**src/rtl/gearbox_pkg.sv**
```systemverilog
// Shared constants and helpers for the parametrised TX/RX gearboxes.
package gearbox_pkg;
    localparam int GB_IL_BLOCK_W = 67;
    localparam int GB_XCVR_W     = 20;
    localparam int STARVE_CNT_W  = 16;

    // Wide enough for fill + IN_W without overflow.
    function automatic int gb_fill_w(input int in_w, input int out_w);
        return $clog2(in_w + out_w);
    endfunction
endpackage

```
**src/rtl/gearbox_merge_shift.sv**
```systemverilog
// Merges the MSB-aligned residue with an optional new word and splits off the
// next OUT_W-bit slice plus the leftover residue (zero-padded below fill).
module gearbox_merge_shift
    import gearbox_pkg::*;
#(
    parameter int IN_W  = GB_IL_BLOCK_W,
    parameter int OUT_W = GB_XCVR_W,
    parameter int FW    = gb_fill_w(GB_IL_BLOCK_W, GB_XCVR_W)
) (
    input  logic [IN_W-2:0]  res,
    input  logic [FW-1:0]    fill,
    input  logic [IN_W-1:0]  din,
    input  logic             din_en,
    output logic [OUT_W-1:0] slice,
    output logic [IN_W-2:0]  res_nxt
);
    // Longest merged stream is (OUT_W-1) residue bits + IN_W new bits.
    localparam int WW = IN_W + OUT_W - 1;

    logic [WW-1:0] res_al;
    logic [WW-1:0] din_al;
    logic [WW-1:0] wide;

    always_comb begin
        res_al = '0;
        res_al[WW-1 -: IN_W-1] = res;
        din_al = '0;
        din_al[WW-1 -: IN_W] = din_en ? din : '0;
        wide    = res_al | (din_al >> fill);
        slice   = wide[WW-1 -: OUT_W];
        res_nxt = wide[IN_W-2:0];
    end
endmodule

```
**src/rtl/gearbox_tx_param.sv**
```systemverilog
// IN_W -> OUT_W transmit gearbox with self-generated din_ready schedule.
// Optional starvation counter enabled by defining GEARBOX_STATS_EN.
module gearbox_tx_param
    import gearbox_pkg::*;
#(
    parameter int IN_W  = GB_IL_BLOCK_W,
    parameter int OUT_W = GB_XCVR_W
) (
    input  logic                    clk,
    input  logic                    arst,
    input  logic [IN_W-1:0]         din,
    input  logic                    din_valid,
    output logic                    din_ready,
    output logic [OUT_W-1:0]        dout,
    output logic                    dout_valid,
    output logic [STARVE_CNT_W-1:0] starve_cnt
);
    localparam int FW = gb_fill_w(IN_W, OUT_W);
    localparam logic [FW-1:0] OUT_F  = FW'(OUT_W);
    localparam logic [FW-1:0] GROW_F = FW'(IN_W - OUT_W);

    if (IN_W < OUT_W) begin : g_chk_in_w
        $error("gearbox_tx_param: IN_W must be >= OUT_W");
    end
    if (OUT_W < 1) begin : g_chk_out_w
        $error("gearbox_tx_param: OUT_W must be >= 1");
    end

    logic [IN_W-2:0]  res, res_nxt;
    logic [FW-1:0]    fill;
    logic [OUT_W-1:0] slice;
    logic             room, accept;

    assign room      = fill < OUT_F;
    assign din_ready = !arst && room;
    assign accept    = room && din_valid;

    gearbox_merge_shift #(.IN_W(IN_W), .OUT_W(OUT_W), .FW(FW)) u_merge (
        .res     (res),
        .fill    (fill),
        .din     (din),
        .din_en  (accept),
        .slice   (slice),
        .res_nxt (res_nxt)
    );

    always_ff @(posedge clk) begin
        if (arst) begin
            res        <= '0;
            fill       <= '0;
            dout       <= '0;
            dout_valid <= 1'b0;
        end else if (!room) begin
            res        <= res_nxt;
            fill       <= fill - OUT_F;
            dout       <= slice;
            dout_valid <= 1'b1;
        end else if (din_valid) begin
            res        <= res_nxt;
            fill       <= fill + GROW_F;
            dout       <= slice;
            dout_valid <= 1'b1;
        end else begin
            // Starved: hold residue and dout, flag the gap.
            dout_valid <= 1'b0;
        end
    end

`ifdef GEARBOX_STATS_EN
    logic [STARVE_CNT_W-1:0] cnt;
    always_ff @(posedge clk) begin
        if (arst)
            cnt <= '0;
        else if (din_ready && !din_valid && cnt != '1)
            cnt <= cnt + 1'b1;
    end
    assign starve_cnt = cnt;
`else
    assign starve_cnt = '0;
`endif
endmodule

```
**config.mk**
```make
export PLATFORM = sky130hd
export DESIGN_NAME = gearbox_tx_param
export DESIGN_NICKNAME = d
export VERILOG_FILES = /design/src/rtl/gearbox_pkg.sv /design/src/rtl/gearbox_merge_shift.sv /design/src/rtl/gearbox_tx_param.sv
export SDC_FILE = /design/constraint.sdc
export NUM_CORES = 1
export LEC_CHECK = 0
export CORE_UTILIZATION = 55
export DETAILED_ROUTE_END_ITERATION = 8
export PLACE_DENSITY = 0.8
export RECOVER_POWER = 25
export SLEW_MARGIN = 0
export SYNTH_ARGS = -nofsm -noshare
export SYNTH_HDL_FRONTEND = slang
export SYNTH_SLANG_ARGS = --single-unit
```
**constraint.sdc**
```tcl
create_clock -name clk -period 2.7 [get_ports clk]
set_input_delay 0.54 -clock clk [delete_from_list [all_inputs] [get_ports clk]]
set_output_delay 0.54 -clock clk [all_outputs]
set_load 0.01 [all_outputs]
```
==> results of run 1 <==
[flip-flops by register name, indices dropped and copies added (netlist names)]
signal and count:
fill 7, dout 20, dout_valid 1, res 66
[path summary, 6_finish.rpt]
path                          end  cells past startpoint  slack [ps]
min           res[7]$_SDFFE_PP0P_                      2         470
max reg2reg  res[53]$_SDFFE_PP0P_                      7         110
max          res[60]$_SDFFE_PP0P_                      7          80
min reg2reg   res[7]$_SDFFE_PP0P_                      2         470
[layout by cell type, fill, tap and decap left out, drive strengths merged, types with 25 or more instances in the layout]
cell type / n
nand2: 69
dfxtp: 94
buf: 154
mux2i: 58
clkdlybuf4s50: 68
a211oi: 35
nor2: 137
mux2: 28
mux4: 60
nor3: 42
o22ai: 25
a21oi: 34
[metal layers]
metal,up-vias,routed length (um),GRT usage
li1,3676,-,-
met2,697,13100,0.645
met3,151,3330,0.0779
met1,3961,10600,0.527
met5,-,0,0
met4,0,1970,0.245
[kinds of logic (layout without fill, tap and decap cells)]
group | after synthesis | count (layout) | synth area share
simple gates | 296 | 296 | 0.170
compound gates | 221 | 221 | 0.207
mux | 146 | 146 | 0.293
buf+inv | 110 | 273 | 0.0763
flops | 94 | 94 | 0.245
xor+xnor | 4 | 4 | 0.00456
fa+ha+maj | 2 | 2 | 0.00326
other cells | 1 | 16 | 0.000489
[area by class of cell]
type | count | area [um^2]
tap | 176 | 220
clock buffer | 10 | 239
clock inverter | 6 | 68.8
inverter | 9 | 33.8
sequential | 94 | 1890
multi-input combinational | 685 | 5270
fill | 1009 | 3520
timing repair buffer | 248 | 2160
[timing repair]
item / in CTS / in global routing
setup endpoints to repair: 0 / 1
setup buffers: 0 / 0
resized for setup: 0 / 1
[through the flow]
step	worst slack, ps	hold WS, ps	setup TNS [ps]
floorplan	559	421	0
global placement	-102	450	-234
detailed placement	-112	458	-358
CTS	125	472	0
global route	19.4	498	0
finish	76.7	472	0
[tightest hold or removal path, cell delays in order, from the launching register on]
cell and delay (ps):
sky130_fd_sc_hd__dfxtp_1 340, sky130_fd_sc_hd__nand2_1 50, sky130_fd_sc_hd__o21ai_0 50
[power by group]
part / internal (uW) / leakage [uW] / total [uW] / switching [uW]
Clock: 750 / 0.000149 / 1320 / 571
Combinational: 3790 / 0.00301 / 8410 / 4620
Sequential: 1920 / 0.000775 / 2370 / 450
==> results.txt, run 1 <==
----------------------------------------------------
[Placement]
  Detailed Place HPWL ... 22500 um
  Cell count after placement ... 1212
  Cell area after placement ... 9580 um^2
  Number of buffers added on ports ... 91
  Final estimated routing congestion in global placement ... 1.01

[Critical path]
  Startpoint of the worst register-to-register path ... fill[0]$_SDFFE_PP0P_
  Highest net fanout along the worst path ... 7
  Number of buffers and inverters on the critical path ... 3
  Type of destination of the critical path ... register
  Chain of cells forming the critical path ... dlygate4sd3_1, nor3b_1, buf_4, nand3_1, clkbuf_1, o221ai_1, o211a_1
  Startpoint class of the critical path ... input port
  Cell with the largest stage delay on the worst path ... sky130_fd_sc_hd__dlygate4sd3_1
  CP required ... 3000 ps
  Crit path kind ... in -> reg
  Critical path launch point ... din_valid
  Worst Path Arrival ... 2920 ps
  Cell class contributing the biggest share of worst-path delay ... buffers and inverters
  Delay contributed by the slowest stage of the critical path ... 710 ps

[Synthesis]
  Most repeated cell in the gate-level netlist after synthesis ... sky130_fd_sc_hd__nor2_1
  Top post-synthesis cells by area ... sky130_fd_sc_hd__dfxtp_1 25%, sky130_fd_sc_hd__mux4_2 18%, sky130_fd_sc_hd__mux2i_1 7.6%
  Most common library cells after synthesis ... 137 x sky130_fd_sc_hd__nor2_1, 94 x sky130_fd_sc_hd__dfxtp_1, 69 x sky130_fd_sc_hd__nand2_1, 60 x sky130_fd_sc_hd__mux4_2, 58 x sky130_fd_sc_hd__mux2i_1
  Average cell area after synthesis ... 8.78 um^2
  Number of distinct library cell variants in the gate-level netlist after synthesis ... 71
  Most common flop cell mapped by yosys ... sky130_fd_sc_hd__dfxtp_1
  Ys Warns ... 0
  Netlist area before placement ... 7670 um^2
  Yosys top cell area share ... 0.245
  Post-synthesis cell type with the largest combined area ... sky130_fd_sc_hd__dfxtp_1
  Proportion of synthesized chip area in sequential cells ... 0.245
  Count of flip-flops with a built-in enable after synthesis ... 0
  Register bit count reported by yosys ... 94
  Gate count of the mapped netlist ... 874
  Fraction of synthesis flops using an asynchronous set or reset pin ... 0

[Clock network]
  Post-cts hold buffer count ... 0
  Clock sinks ... 94
  TritonCTS buffer count ... 9
  CTS tree ... built
  Max clock buf depth ... 2
  Clk_lat worst skew ... 360 ps
  Library cell used as clock root buffer ... sky130_fd_sc_hd__clkbuf_16
  H-tree depth ... 3
  Clock transition at the register clock pins on the worst setup and hold paths after CTS ... 60 ps

[Hold path]
  Min-delay worst type ... reg -> reg
  Hold path startpoint ... res[7]$_SDFFE_PP0P_

[Cells and area]
  Utilization after layout ... 0.737
  Cell Count, Final, Fillers Out ... 1228
  Share of final-layout standard cells stronger than drive strength 1 ... 0.259
  Final Net Count ... 1119
  Design Area, Final ... 9880 um^2
  Synth-to-Final Area Change ... 28.7%
  Diode count ... 0

[Routing]
  First-iteration detailed-routing DRC count ... 1307
  Routed vias/inst ... 6.91
  ANT nets after route ... 0
  Pre-Repair DR Iteration Count ... 6
  Per-cell routed wire length ... 23.6 um
  Detailed-route via count ... 8485
  Drt drc ... 0
  WL final ... 29000 um

[Die]
  Ports ... 108
  Die Area ... 14400 um^2
  Starting density of the core ... 0.573
  Die Y ... 120 um
  Width of the die ... 120 um
  Num rows ... 42
  Placeable core region ... 13400 um^2

[Timing]
  Count of final setup violators ... 0
  Final clock skew ... 7.36 ps
  Time the final worst path needs with I/O delays and setup ... 2620 ps
  Unrepaired setup endpoints after global routing ... no
  Remaining max-slew budget at the tightest pin ... 0.535
  Final worst-path cycle share ... 0.972
  Max Clock Freq ... 381 MHz
  Transition at the pin with the smallest max-transition slack ... 695 ps
  Final count of pins violating max slew ... 0
  Number of hold violations in the final report ... 0

[Power and ir drop]
  Pwr Density ... 1230 nW/um^2
  Leak ... 0.00394 uW
  Largest vdd supply drop ... 0.672 mV
  Total power ... 12100 uW

[Global route]
  Antenna violations before repair ... 0
  First-pass GRT wire length ... 45300 um
  All-layer global routing usage ... 0.412
  Pin count of the biggest net entering global routing ... 39
  Overall overflow remaining after global route ... 0
  Via count of the first global-routing pass ... 8043

[Flow run]
  Max-capacitance violation count ... 0

[Status]
  Result of the run ... finished clean

----------------------------------------------------
(Power assumes the default switching activity.)
==> inputs of run 2 (changes only) <==
--- a/config.mk
+++ b/config.mk
@@ -9,6 +9,7 @@
 export DETAILED_ROUTE_END_ITERATION = 8
 export PLACE_DENSITY = 0.8
 export RECOVER_POWER = 25
+export REMOVE_ABC_BUFFERS = 1
 export SLEW_MARGIN = 0
 export SYNTH_ARGS = -nofsm -noshare
 export SYNTH_HDL_FRONTEND = slang
==> run 2 against run 1 <==
Net effect:
- sequential share of layout area grew 0.41 points
- worst hold slack worse by 12 ps
- sequential cell count is the same
- clock power fell by 9%
- first-iteration DRC count decreased by 9.5%
- global-route usage decreased by 1.4 points
- cell area decreased by 2.1%
- non-clock buffer count is 35 lower
- largest power group unchanged
==> results.txt, run 2 (same netlist as run 1, synthesis figures left out) <==
----------------------------------------------------
[Die]
  Die Y ... 120 um (unchanged)
  Placeable core region ... 13400 um^2 (unchanged)
  Starting density of the core ... 0.573 (unchanged)
  Die Area ... 14400 um^2 (unchanged)
  Ports ... 108 (unchanged)
  Width of the die ... 120 um (unchanged)
  Num rows ... 42 (unchanged)

[Global route]
  All-layer global routing usage ... 0.398 (-0.0136)
  Overall overflow remaining after global route ... 0 (unchanged)
  First-pass GRT wire length ... 44000 um (-2.9%)
  Pin count of the biggest net entering global routing ... 87 (+120%)
  Via count of the first global-routing pass ... 7791 (-3.1%)
  Antenna violations before repair ... 0 (unchanged)

[Power and ir drop]
  Leak ... 0.00379 uW (-3.9%)
  Largest vdd supply drop ... 0.553 mV (-18%)
  Pwr Density ... 1220 nW/um^2 (-0.18%)
  Total power ... 11800 uW (-2.3%)

[Timing]
  Time the final worst path needs with I/O delays and setup ... 2650 ps (+25.0 ps)
  Unrepaired setup endpoints after global routing ... no
  Count of final setup violators ... 0 (unchanged)
  Transition at the pin with the smallest max-transition slack ... 710 ps (+15.2 ps)
  Final worst-path cycle share ... 0.981 (+0.00925)
  Number of hold violations in the final report ... 0 (unchanged)
  Final clock skew ... 7.83 ps (+0.467 ps)
  Max Clock Freq ... 378 MHz (-0.94%)
  Remaining max-slew budget at the tightest pin ... 0.515 (-0.0206)
  Final count of pins violating max slew ... 0 (unchanged)

[Placement]
  Final estimated routing congestion in global placement ... 0.987 (-2.6%)
  Number of buffers added on ports ... 91 (unchanged)
  Cell count after placement ... 1177 (-2.9%)
  Detailed Place HPWL ... 20800 um (-7.4%)

[Clock network]
  H-tree depth ... 3 (unchanged)
  Max clock buf depth ... 2 (unchanged)
  Post-cts hold buffer count ... 0 (unchanged)
  Post-CTS setup buffers ... 0 (unchanged)
  Library cell used as clock root buffer ... sky130_fd_sc_hd__clkbuf_16
  Clock sinks ... 94 (unchanged)
  Post-CTS Resized ... 0 (unchanged)
  Clk_lat worst skew ... 360 ps (about the same)
  CTS tree ... built
  Clock transition at the register clock pins on the worst setup and hold paths after CTS ... 70 ps (about the same)
  TritonCTS buffer count ... 9 (unchanged)

[Routing]
  Routed vias/inst ... 7.01 (+1.4%)
  Per-cell routed wire length ... 23.8 um (+0.84%)
  Pre-Repair DR Iteration Count ... 7 (+1)
  WL final ... 28400 um (-2.1%)
  Drt drc ... 0 (unchanged)
  Detailed-route via count ... 8355 (-1.5%)
  ANT nets after route ... 0 (unchanged)
  First-iteration detailed-routing DRC count ... 1183 (-9.5%)

[Cells and area]
  Cell Count, Final, Fillers Out ... 1192 (-2.9%)
  Share of final-layout standard cells stronger than drive strength 1 ... 0.231 (-0.0273)
  Largest registers in the final layout ... res: 66 flops, dout: 20 flops, fill: 7 flops
  Register with the highest flop count ... res
  Synth-to-Final Area Change ... 26.0%
  Final Net Count ... 1084 (-3.1%)
  Diode count ... 0 (unchanged)
  Number of fillers in the final layout ... 1062 (+5.3%)
  Sequential cell area ... 1890 um^2 (unchanged)
  Commonest cells after routing, fill and taps aside ... 137 x sky130_fd_sc_hd__nor2_1, 108 x sky130_fd_sc_hd__buf_4, 92 x sky130_fd_sc_hd__dfxtp_1, 69 x sky130_fd_sc_hd__nand2_1, 69 x sky130_fd_sc_hd__clkdlybuf4s50_1
  Max reg flops ... 66 (unchanged)
  Multi-input gate area ... 5270 um^2 (-0.12%)
  Most common cell after layout, fill and taps aside ... sky130_fd_sc_hd__nor2_1

[Critical path]
  Chain of cells forming the critical path ... inv_1, buf_4, mux2i_1, buf_4, o22ai_1, a2111oi_0, nor3_1
  Cell with the most instances on the worst path ... sky130_fd_sc_hd__buf_4
  CP required ... 2910 ps (-90 ps)
  Critical path launch point ... fill[1]$_SDFFE_PP0P_
  Crit path kind ... reg -> reg
  Startpoint class of the critical path ... register
  Delay contributed by the slowest stage of the critical path ... 660 ps (-50 ps)
  Startpoint of the worst register-to-register path ... fill[1]$_SDFFE_PP0P_
  Type of destination of the critical path ... register
  Highest net fanout along the worst path ... 24 (+17)
  Cell with the largest stage delay on the worst path ... sky130_fd_sc_hd__a2111oi_0
  Worst Path Arrival ... 2860 ps (-60 ps)

[Hold path]
  Hold path startpoint ... res[0]$_SDFFE_PP0P_
  Min-delay worst type ... reg -> reg

[Flow run]
  Max-capacitance violation count ... 0 (unchanged)

[Status]
  Result of the run ... finished clean

----------------------------------------------------
run 2: final timing paths:
path	cells after the start	slack, ps	endpoint
max	7	50	res[48]$_SDFFE_PP0P_
min	2	460	res[0]$_SDFFE_PP0P_
max reg2reg	7	50	res[48]$_SDFFE_PP0P_
min reg2reg	2	460	res[0]$_SDFFE_PP0P_
run 2: area by class of cell:
type | instances | share of cell area
well taps | 176 | 0.0228
clock inverters | 3 | 0.00207
flip-flops and latches | 94 | 0.195
multi-input cells | 685 | 0.545
repair buffers | 213 | 0.207
clock buffers | 12 | 0.0255
inverters | 9 | 0.00349
run 2: routing by layer:
metal | wire length, um | track usage
met2 | 12400 | 0.597
met3 | 3980 | 0.131
met4 | 1330 | 0.177
met5 | 0 | 0
met1 | 10700 | 0.521
run 2: power by group:
| group | switching (uW) | total, uW | internal [uW] |
|---|---|---|---|
| Combinational | 4500 | 8240 | 3740 |
| Sequential | 464 | 2390 | 1920 |
| Clock | 553 | 1200 | 646 |
run 2: worst max-delay path, delay by kind of cell, from the launching register on:
family / cells / cell delay, ps
buffers and inverters: 3 / 930
AND/OR/NAND/NOR: 1 / 110
multiplexers: 1 / 280
flip-flops: 1 / 440
AO/OA/AOI/OAI: 2 / 730
run 2: per-stage QoR:
step           TNS [ps]  area [um^2]  utilization  hold WS (ps)  worst slack, ps
2_1_floorplan   -295300         7180            -           421            -3740
3_3_place_gp       -323         9410        0.702           447             -120
3_5_place_dp       -537         9410        0.702           452             -157
4_1_cts               0         9670        0.722           461              132
5_1_grt               0         9670        0.722           490             25.4
6_report              0         9670        0.722           460             51.7
==> inputs of run 3 (changes only) <==
==> constraint.sdc (replaced) <==
create_clock -name clk -period 3.1 [get_ports clk]
set_input_delay 0.62 -clock clk [delete_from_list [all_inputs] [get_ports clk]]
set_output_delay 0.62 -clock clk [all_outputs]
set_load 0.01 [all_outputs]
==> run 3 against run 2 <==
Net effect:
- power is 17% lower
- first-iteration DRC count is 37% higher
- sequential power is 13% lower
- sequential cell count stayed put
- sequential share of layout area is 0.86 points higher
- clock skew is 2.5 ps higher
- non-clock buffer count is 53 lower
- largest power group unchanged
- worst hold slack better by 21 ps
- critical endpoint is now dout[6]$_SDFFE_PP0P_
- die area stayed put
==> results.txt, run 3 (same netlist as run 1, synthesis figures left out) <==
----------------------------------------------------
[Status]
  Result of the run ... finished clean

[Cells and area]
  Cell Count, Final, Fillers Out ... 1140 (-4.4%)
  Register with the highest flop count ... res
  Number of fillers in the final layout ... 1092 (+2.8%)
  Largest registers in the final layout ... res: 66 flops, dout: 20 flops, fill: 7 flops
  Utilization after layout ... 0.691 (-0.0303)
  Max reg flops ... 66 (unchanged)
  Synth-to-Final Area Change ... 20.7%
  Most common cell after layout, fill and taps aside ... sky130_fd_sc_hd__nor2_1
  Diode count ... 0 (unchanged)
  Commonest cells after routing, fill and taps aside ... 137 x sky130_fd_sc_hd__nor2_1, 92 x sky130_fd_sc_hd__dfxtp_1, 69 x sky130_fd_sc_hd__nand2_1, 68 x sky130_fd_sc_hd__clkdlybuf4s50_1
  Share of final-layout standard cells stronger than drive strength 1 ... 0.193 (-0.0384)
  Final Net Count ... 1031 (-4.9%)

[Routing]
  Routed vias/inst ... 7.10 (+1.3%)
  First-iteration detailed-routing DRC count ... 1623 (+37%)
  Drt drc ... 0 (unchanged)
  Per-cell routed wire length ... 24.3 um (+2.0%)
  Detailed-route via count ... 8095 (-3.1%)
  ANT nets after route ... 0 (unchanged)
  WL final ... 27700 um (-2.5%)
  Pre-Repair DR Iteration Count ... 7 (unchanged)

[Critical path]
  Startpoint class of the critical path ... register
  Cell with the largest stage delay on the worst path ... sky130_fd_sc_hd__dfxtp_4
  Highest net fanout along the worst path ... 27 (+13%)
  Worst Path Arrival ... 3090 ps (+230 ps)
  Crit path kind ... reg -> reg
  Chain of cells forming the critical path ... buf_12, mux4_2, mux2i_1, buf_4, nor2_1, a2111oi_0, buf_4, nor3_1
  CP required ... 3320 ps (+410 ps)
  Startpoint of the worst register-to-register path ... fill[0]$_SDFFE_PP0P_
  Cell class contributing the biggest share of worst-path delay ... multiplexers
  Number of buffers and inverters on the critical path ... 3 (unchanged)
  Critical path launch point ... fill[0]$_SDFFE_PP0P_
  Type of destination of the critical path ... register
  Delay contributed by the slowest stage of the critical path ... 630 ps (-30 ps)
  Cell with the most instances on the worst path ... sky130_fd_sc_hd__buf_4

[Clock network]
  Library cell used as clock root buffer ... sky130_fd_sc_hd__clkbuf_16
  H-tree depth ... 3 (unchanged)
  Clock transition at the register clock pins on the worst setup and hold paths after CTS ... 70 ps (about the same)
  Max clock buf depth ... 2 (unchanged)
  TritonCTS buffer count ... 9 (unchanged)
  Post-cts hold buffer count ... 0 (unchanged)
  Clock sinks ... 94 (unchanged)
  Post-CTS setup buffers ... 0 (unchanged)
  CTS tree ... built
  Post-CTS Resized ... 0 (unchanged)
  Clk_lat worst skew ... 350 ps (about the same)

[Die]
  Placeable core region ... 13400 um^2 (unchanged)
  Width of the die ... 120 um (unchanged)
  Num rows ... 42 (unchanged)
  Die Area ... 14400 um^2 (unchanged)
  Die Y ... 120 um (unchanged)
  Starting density of the core ... 0.573 (unchanged)
  Ports ... 108 (unchanged)

[Power and ir drop]
  Largest vdd supply drop ... 0.554 mV (+0.17%)
  Total power ... 9860 uW (-17%)
  Pwr Density ... 1060 nW/um^2 (-13%)
  Leak ... 0.00353 uW (-6.8%)

[Timing]
  Unrepaired setup endpoints after global routing ... no
  Final clock skew ... 10.3 ps (+2.46 ps)
  Final count of pins violating max slew ... 0 (unchanged)
  Max Clock Freq ... 349 MHz (-7.7%)
  Final worst-path cycle share ... 0.925 (-0.0556)
  Time the final worst path needs with I/O delays and setup ... 2870 ps (+220 ps)
  Count of final setup violators ... 0 (unchanged)
  Transition at the pin with the smallest max-transition slack ... 651 ps (-58.9 ps)
  Number of hold violations in the final report ... 0 (unchanged)
  Remaining max-slew budget at the tightest pin ... 0.555 (+0.0403)

[Hold path]
  Hold path startpoint ... res[40]$_SDFFE_PP0P_
  Min-delay worst type ... reg -> reg

[Flow run]
  Max-capacitance violation count ... 0 (unchanged)

[Global route]
  Pin count of the biggest net entering global routing ... 87 (unchanged)
  First-pass GRT wire length ... 43100 um (-2.1%)
  Overall overflow remaining after global route ... 0 (unchanged)
  All-layer global routing usage ... 0.390 (-0.00859)
  Antenna violations before repair ... 0 (unchanged)
  Via count of the first global-routing pass ... 7687 (-1.3%)

[Placement]
  Cell count after placement ... 1124 (-4.5%)
  Final estimated routing congestion in global placement ... 1.01 (+1.9%)
  Detailed Place HPWL ... 20200 um (-3.1%)
  Number of buffers added on ports ... 91 (unchanged)

----------------------------------------------------
==> run 3: cell count changes in the layout (fill, tap and decap cells not counted), moves of 2 or more <==
cell,previous run,this run
sky130_fd_sc_hd__buf_12,14,9
sky130_fd_sc_hd__buf_4,108,60
sky130_fd_sc_hd__clkbuf_1,2,0
sky130_fd_sc_hd__clkbuf_8,1,4
==> run 3: worst paths after layout <==
kind	to	slack [ps]	cells past startpoint
hold reg to reg	res[40]$_SDFFE_PP0P_	480	2
setup reg to reg	dout[6]$_SDFFE_PP0P_	230	8
setup / recovery	dout[6]$_SDFFE_PP0P_	230	8
hold / removal	res[40]$_SDFFE_PP0P_	480	2
==> run 3: worst reg2reg max path, cell delays in order, from the launching register on <==
cell and delay (ps):
sky130_fd_sc_hd__dfxtp_4 630, sky130_fd_sc_hd__buf_12 280, sky130_fd_sc_hd__mux4_2 590, sky130_fd_sc_hd__mux2i_1 190, sky130_fd_sc_hd__buf_4 150, sky130_fd_sc_hd__nor2_1 40
sky130_fd_sc_hd__a2111oi_0 600, sky130_fd_sc_hd__buf_4 210, sky130_fd_sc_hd__nor3_1 40
==> run 3: through the flow <==
step	setup slack, ps	setup TNS [ps]	hold WS, ps	area (um^2)
finish	232	0	481	9260
global route	201	0	502	9260
CTS	330	0	481	9270
detailed placement	84.4	0	457	8950
global placement	102	0	447	8950
floorplan	-3340	-257430	421	7180
==> run 3: power by group <==
group / switching [uW] / internal, uW / leakage (uW)
logic: 3780 / 2790 / 0.00259
registers: 410 / 1680 / 0.000775
clock network: 488 / 711 / 0.000162
total: 4680 / 5180 / 0.00353
==> run 3: metal layers <==
metal / up-vias / track usage / routed length (um)
met5: - / 0 / 0
met4: 0 / 0.234 / 1490
met3: 134 / 0.110 / 3740
met2: 657 / 0.571 / 12100
met1: 3809 / 0.508 / 10300
li1: 3495 / - / -
==> run 3: layout make-up <==
| cell class | instances | area [um^2] | area share |
|---|---|---|---|
| multi-input combinational | 685 | 5270 | 0.568 |
| sequential | 94 | 1890 | 0.204 |
| clock inverter | 3 | 40.0 | 0.00432 |
| tap | 176 | 220 | 0.0238 |
| inverter | 9 | 33.8 | 0.00365 |
| timing repair buffer | 160 | 1540 | 0.166 |
| clock buffer | 13 | 280 | 0.0303 |
